<file path="src/rtl/mips_pkg.sv">
// Shared constants and the store-buffer entry record for the MIPS core.
package mips_pkg;

    localparam int DATA_W   = 16;
    localparam int ADDR_W   = 16;
    localparam int SB_DEPTH = 4;

    typedef struct packed {
        logic              valid;
        logic [ADDR_W-1:0] addr;
        logic [DATA_W-1:0] data;
    } sb_entry_t;

endpackage

</file>
<file path="src/rtl/sb_entry_file.sv">
// Store-buffer entry storage with a youngest-first address match for load forwarding.
module sb_entry_file
    import mips_pkg::*;
#(
    parameter int DEPTH = mips_pkg::SB_DEPTH,
    parameter int PW    = $clog2(DEPTH)
) (
    input  logic                      clk,
    input  logic                      rst_n,
    input  logic                      wr_en,
    input  logic [PW-1:0]             wr_idx,
    input  logic [mips_pkg::ADDR_W-1:0] wr_addr,
    input  logic [mips_pkg::DATA_W-1:0] wr_data,
    input  logic                      clr_en,
    input  logic [PW-1:0]             clr_idx,
    input  logic [PW-1:0]             head,
    input  logic [mips_pkg::ADDR_W-1:0] ld_addr,
    output logic                      hit,
    output logic [mips_pkg::DATA_W-1:0] hit_data,
    output logic [mips_pkg::ADDR_W-1:0] head_addr,
    output logic [mips_pkg::DATA_W-1:0] head_data
);

    sb_entry_t       entry_r [DEPTH];
    logic [PW-1:0]   idx_s;
    logic            match_s;

    // Entry storage; a write to the slot being retired in the same cycle wins.
    always_ff @(posedge clk or negedge rst_n) begin
        if (!rst_n) begin
            for (int i = 0; i < DEPTH; i++) begin
                entry_r[i] <= '0;
            end
        end else begin
            if (clr_en) begin
                entry_r[clr_idx].valid <= 1'b0;
            end
            if (wr_en) begin
                entry_r[wr_idx] <= '{valid: 1'b1, addr: wr_addr, data: wr_data};
            end
        end
    end

    // Walk oldest to youngest from head so the last match seen is the youngest.
    always_comb begin
        hit      = 1'b0;
        hit_data = '0;
        idx_s    = '0;
        match_s  = 1'b0;
        for (int i = 0; i < DEPTH; i++) begin
            idx_s    = head + PW'(i);
            match_s  = entry_r[idx_s].valid && (entry_r[idx_s].addr == ld_addr);
            hit      = hit | match_s;
            hit_data = match_s ? entry_r[idx_s].data : hit_data;
        end
    end

    assign head_addr = entry_r[head].addr;
    assign head_data = entry_r[head].data;

endmodule

</file>
<file path="src/rtl/store_buffer.sv">
// Store buffer between MEM stage and data memory: FIFO control, load forwarding, memory-port mux.
module store_buffer
    import mips_pkg::*;
#(
    parameter int DATA_W = mips_pkg::DATA_W,
    parameter int ADDR_W = mips_pkg::ADDR_W,
    parameter int DEPTH  = mips_pkg::SB_DEPTH
) (
    input  logic              clk,
    input  logic              rst_n,
    input  logic              st_valid,
    input  logic [ADDR_W-1:0] st_addr,
    input  logic [DATA_W-1:0] st_data,
    input  logic              ld_valid,
    input  logic [ADDR_W-1:0] ld_addr,
    output logic              stall,
    output logic [DATA_W-1:0] ld_data,
    output logic              ld_data_valid,
    output logic              sb_empty,
    output logic              d_mem_write_en,
    output logic              d_mem_read,
    output logic [ADDR_W-1:0] d_mem_addr,
    output logic [DATA_W-1:0] d_mem_write_data,
    input  logic [DATA_W-1:0] d_mem_read_data
);

    localparam int PW = $clog2(DEPTH);
    localparam int CW = $clog2(DEPTH + 1);

    logic [PW-1:0]     head_r, tail_r;
    logic [CW-1:0]     count_r;
    logic [DATA_W-1:0] ld_data_r;
    logic              ld_data_valid_r;

    logic              ld_go_s, drain_s, full_s, stall_s, enq_s, st_fwd_s, hit_s, rd_s;
    logic [DATA_W-1:0] hit_data_s, head_data_s;
    logic [ADDR_W-1:0] head_addr_s;

    // Requests are masked while in reset so the memory port stays quiet.
    assign ld_go_s  = ld_valid && rst_n;
    assign drain_s  = (count_r != '0) && !ld_go_s;
    assign full_s   = (count_r == CW'(DEPTH));
    assign stall_s  = st_valid && rst_n && full_s && !drain_s;
    assign enq_s    = st_valid && rst_n && !stall_s;
    assign st_fwd_s = ld_go_s && enq_s && (st_addr == ld_addr);
    assign rd_s     = ld_go_s && !st_fwd_s && !hit_s;

    sb_entry_file #(
        .DEPTH (DEPTH)
    ) u_entries (
        .clk       (clk),
        .rst_n     (rst_n),
        .wr_en     (enq_s),
        .wr_idx    (tail_r),
        .wr_addr   (st_addr),
        .wr_data   (st_data),
        .clr_en    (drain_s),
        .clr_idx   (head_r),
        .head      (head_r),
        .ld_addr   (ld_addr),
        .hit       (hit_s),
        .hit_data  (hit_data_s),
        .head_addr (head_addr_s),
        .head_data (head_data_s)
    );

    // FIFO pointers and occupancy; DEPTH is a power of two so pointers wrap naturally.
    always_ff @(posedge clk or negedge rst_n) begin
        if (!rst_n) begin
            head_r  <= '0;
            tail_r  <= '0;
            count_r <= '0;
        end else begin
            if (drain_s) begin
                head_r <= head_r + PW'(1);
            end
            if (enq_s) begin
                tail_r <= tail_r + PW'(1);
            end
            count_r <= count_r + CW'(enq_s) - CW'(drain_s);
        end
    end

    // Load result register; the same-cycle store is youngest, then the buffer, then memory.
    always_ff @(posedge clk or negedge rst_n) begin
        if (!rst_n) begin
            ld_data_r       <= '0;
            ld_data_valid_r <= 1'b0;
        end else begin
            ld_data_valid_r <= ld_go_s;
            if (ld_go_s) begin
                ld_data_r <= st_fwd_s ? st_data : (hit_s ? hit_data_s : d_mem_read_data);
            end
        end
    end

    // Memory-port mux: drain, else missed load, else idle zeros.
    always_comb begin
        d_mem_addr       = '0;
        d_mem_write_data = '0;
        if (drain_s) begin
            d_mem_addr       = head_addr_s;
            d_mem_write_data = head_data_s;
        end else if (rd_s) begin
            d_mem_addr       = ld_addr;
        end else begin
            d_mem_addr       = '0;
        end
    end

    assign d_mem_write_en = drain_s;
    assign d_mem_read     = rd_s;
    assign stall          = stall_s;
    assign sb_empty       = (count_r == '0);
    assign ld_data        = ld_data_r;
    assign ld_data_valid  = ld_data_valid_r;

endmodule

</file>
<file path="config.mk">
export PLATFORM = sky130hd
export DESIGN_NAME = store_buffer
export DESIGN_NICKNAME = d
export VERILOG_FILES = /design/src/rtl/mips_pkg.sv /design/src/rtl/sb_entry_file.sv /design/src/rtl/store_buffer.sv
export SDC_FILE = /design/constraint.sdc
export NUM_CORES = 1
export LEC_CHECK = 0
export BUFFER_PORTS_ARGS = -buffer_cell sky130_fd_sc_hd__buf_2
export CORE_AREA = 2 2 182 184
export DETAILED_ROUTE_END_ITERATION = 10
export DIE_AREA = 0 0 184 186
export GPL_TIMING_DRIVEN = 0
export SETUP_SLACK_MARGIN = 0.02
export SLEW_MARGIN = 20
export SYNTH_ARGS = -nofsm -noshare
export SYNTH_HDL_FRONTEND = slang
export SYNTH_SLANG_ARGS = --single-unit
export TNS_END_PERCENT = 30
</file>
<file path="constraint.sdc">
create_clock -name clk -period 9.91 [get_ports clk]
set_input_delay 0.991 -clock clk [delete_from_list [all_inputs] [get_ports clk]]
set_output_delay 0.991 -clock clk [all_outputs]
set_load 0.01 [all_outputs]
</file>
==> summary.md <==
| Metric | Value |
|---|---|
| Post-CTS Setup Repair Bufs | `0` |
| Crit path kind | `reg -> out` |
| Routed Antenna Nets | `0` |
| Slowest Stage Delay on Critical Path | `0.64 ns` |
| Flop and latch count out of synthesis | `156` |
| Layout fillers | `3,116` |
| Worst-path clk slew | `0.08 ns` |
| Crit share post-route | `84.84%` |
| Hold Crit Class | `in -> async` |
| Mapped Cells | `991` |
| Drt first pass iters | `6` |
| Io pins | `121` |
| Syn. warnings | `0` |
| Setup TNS Final | `0 ns` |
| Gpl congestion | `0.9944` |
| CP max FO | `10` |
| Highest Clock Rate | `118.9 MHz` |
| CP max stage cell | `buf_1` |
| Unrepaired setup endpoints after global routing | `no` |
| Yosys top cell area share | `32.15%` |
| Power density of the placed cells | `384.5 nW/um2` |
| Share of layout cells above drive strength 1 | `37.50%` |
| CTS buffer count | `17` |
| Maximum VDD drop | `182.9 uV` |
| ANT cells | `0` |
| Distinct cell type count after synthesis | `55` |
| Via count of the first global-routing pass | `9,695` |
| Area occupied by multi-input gates | `7677 um2` |
| Max-cap viol count | `0` |
| Critical path, cell by cell | `buf_2, buf_4, buf_2, buf_2, buf_1, inv_1, ha_1, buf_2, buf_2, buf_2, mux2i_1, xnor2_1, o21ai_0, nor4_1, nand4_1, o2111a_1, buf_6, buf_6, a32o_1, buf_2` |
| Total GRT Usage | `24.68%` |
| Min Tclk post-route | `8.408 ns` |
| CTS max path bufs | `2` |
| Post-layout util | `42.91%` |
| Detailed-route wire length | `41,610 um` |
| Post-synth top flop | `dfrtp_1` |
| Post-CTS resize count | `0` |
| DRC Markers | `0` |
| Hold Vio Cnt, Final | `0` |
| Top post-synthesis cells by area | `dfrtp_1 32%, mux4_2 21%, mux2_2 12%, xnor2_1 5.0%, a32o_1 2.6%` |
| Synth Area per Inst | `12.25 um2` |
| # port buffers | `104` |
| Synthesized cell area | `12,140 um2` |
| Die Ht | `186 um` |
| Clock sink count | `156` |
| Critical path arrival | `7.42 ns` |
| Register area | `3904 um2` |
| DR iter-0 viols | `1,026` |
| Vias per inst | `6.430` |
| Detailed Place HPWL | `30,620 um` |
| # nets final | `1,194` |
| First-pass GRT wire length | `62,220 um` |
| Via count | `9,876` |
| Number of flops mapped to enable cells by yosys | `0` |
| CTS tree | `yes` |
| Largest net degree at the start of global routing | `86` |
| CP required | `8.92 ns` |
| Die W | `184 um` |
| Worst-Margin Slew | `1.202 ns` |
| Synthesis-to-finish area growth | `13.82%` |
| Status | `complete, no violations` |
| Grt ovf | `0` |
| Hold-fix buffers, CTS | `0` |
| Max Clock Skew | `0.01699 ns` |
| Initial core utilization | `37.70%` |
| Pleak | `5.360 nW` |
| Clk Latency, worst-skew pair | `0.44 ns` |
| Critical Path End Type | `output pin` |
| CP dominant cell by count | `buf_2` |
| Row count | `66` |
| Root Driver | `clkbuf_16` |
| Relative slew margins | `19.59%` |
| Syn Nets | `1,070` |
| WL/cell | `27.09 um` |
| Slew Viols, Final | `0` |
| Core area | `32,210 um2` |
| Initial antenna violation count | `1` |
| FFs w/ async S/R, synth | `100.0%` |
| Sequential cell area fraction in the yosys report | `32.15%` |
| Synth area leader | `dfrtp_1` |
| Number of H-tree levels | `4` |
| Die Area | `34,220 um2` |
| Setup-violating endpoint count in the final report | `0` |
| Crit path launch type | `flip-flop` |
==> routing by layer <==
layer	global-route usage (%)	up-vias	share of wire (%)
li1	-	4186	-
met3	5.107	64	8.0
met4	7.360	2	2.4
met1	32.25	5047	41
met2	41.43	577	49
met5	0	-	0.026
==> registers in the layout (all words and copies together), names as in the netlist <==
| name | cells |
|---|---|
| head_r | 2 |
| u_entries.entry_r | 132 |
| ld_data | 16 |
| ld_data_valid | 1 |
| count_r | 3 |
| tail_r | 2 |
==> through the flow <==
step | cells | hold slack, ns | worst slack [ns] | instance area, um2 | power [mW]
final | 1536 | 0.4975 | 1.502 | 13820 | 5.314
after global routing | 1536 | 0.5453 | 1.362 | 13820 | 5.568
after CTS | 1536 | 0.5280 | 1.667 | 13810 | 5.271
after detailed placement | 1504 | 0.5201 | 2.149 | 13220 | 4.600
after global placement | 1503 | 0.5056 | 2.024 | 13170 | 4.544
after floorplan | 991 | 0.4761 | 4.430 | 12140 | 3.605
==> path summary, 6_finish.rpt <==
kind	slack (ns)	cells after the start	startpoint	endpoint
max in group asynchronous	8.57	2	rst_n	u_entries.entry_r[116]
hold / removal	0.50	1	rst_n	u_entries.entry_r[102]
setup reg to reg	2.80	19	head_r[1]	ld_data[8]
hold reg to reg	0.54	2	u_entries.entry_r[98]	u_entries.entry_r[98]
setup / recovery	1.50	20	head_r[1]	d_mem_addr[8]
min in group clk	0.54	2	u_entries.entry_r[98]	u_entries.entry_r[98]
==> cells by family after synthesis <==
group,after synthesis,share of synthesized area (%)
AO/OA/AOI/OAI,169,11.16
flip-flops,156,32.15
buffers and inverters,127,4.823
XOR/XNOR,90,6.492
adder cells (fa/ha/maj),11,1.195
multiplexers,266,36.31
AND/OR/NAND/NOR,172,7.863
==> layout make-up <==
| type | instances | share of cell area [%] |
|---|---|---|
| plain buffers | 101 | 3.540 |
| well taps | 408 | 3.694 |
| clock buffers | 20 | 3.305 |
| clock inverters | 12 | 0.9144 |
| flip-flops and latches | 156 | 28.25 |
| multi-input cells | 708 | 55.55 |
| inverters | 26 | 0.7062 |
| repair buffers | 105 | 4.038 |
==> cells in the final DEF, fill, tap and decap left out, types with 20 or more instances in the layout <==
master / n
nand2_1: 50
buf_2: 125
o21ai_0: 22
xor2_1: 20
inv_1: 25
clkbuf_1: 64
a32o_1: 32
dfrtp_1: 156
mux2_2: 129
o211ai_1: 34
nand4_1: 34
xnor2_1: 70
mux4_2: 115
==> synth_stat cells, drive strengths merged (6+ instances only) <==
library cell,number
o211ai,34
mux4,124
buf,38
xor2,20
and3,16
dfrtp,156
inv,26
o21ai,23
nand2,50
mux2i,13
nor3,19
mux2,129
xnor2,70
nand4,35
a22oi,16
o22a,17
ha,10
nor4,6
a2111oi,17
and2,19
a32o,32
clkbuf,63
a21boi,16
==> power by group <==
group / leakage, nW / internal [mW] / total [mW] / switching [mW]
logic: 3.23 / 1.66 / 3.34 / 1.69
clock network: 0.280 / 0.366 / 0.669 / 0.303
registers: 1.85 / 0.930 / 1.30 / 0.373
==> critical path, delay by kind of cell, from the launching register on <==
family / cells / cell delay (ns)
buffers and inverters: 12 / 4.03
and+or+nand+nor: 2 / 0.80
AOI/OAI and AO/OA: 3 / 0.75
DFF: 1 / 0.57
adders and majority gates: 1 / 0.32
muxes: 1 / 0.29
xor gates and xnor gates: 1 / 0.18
Note: power is estimated with default switching activity, not from simulation.
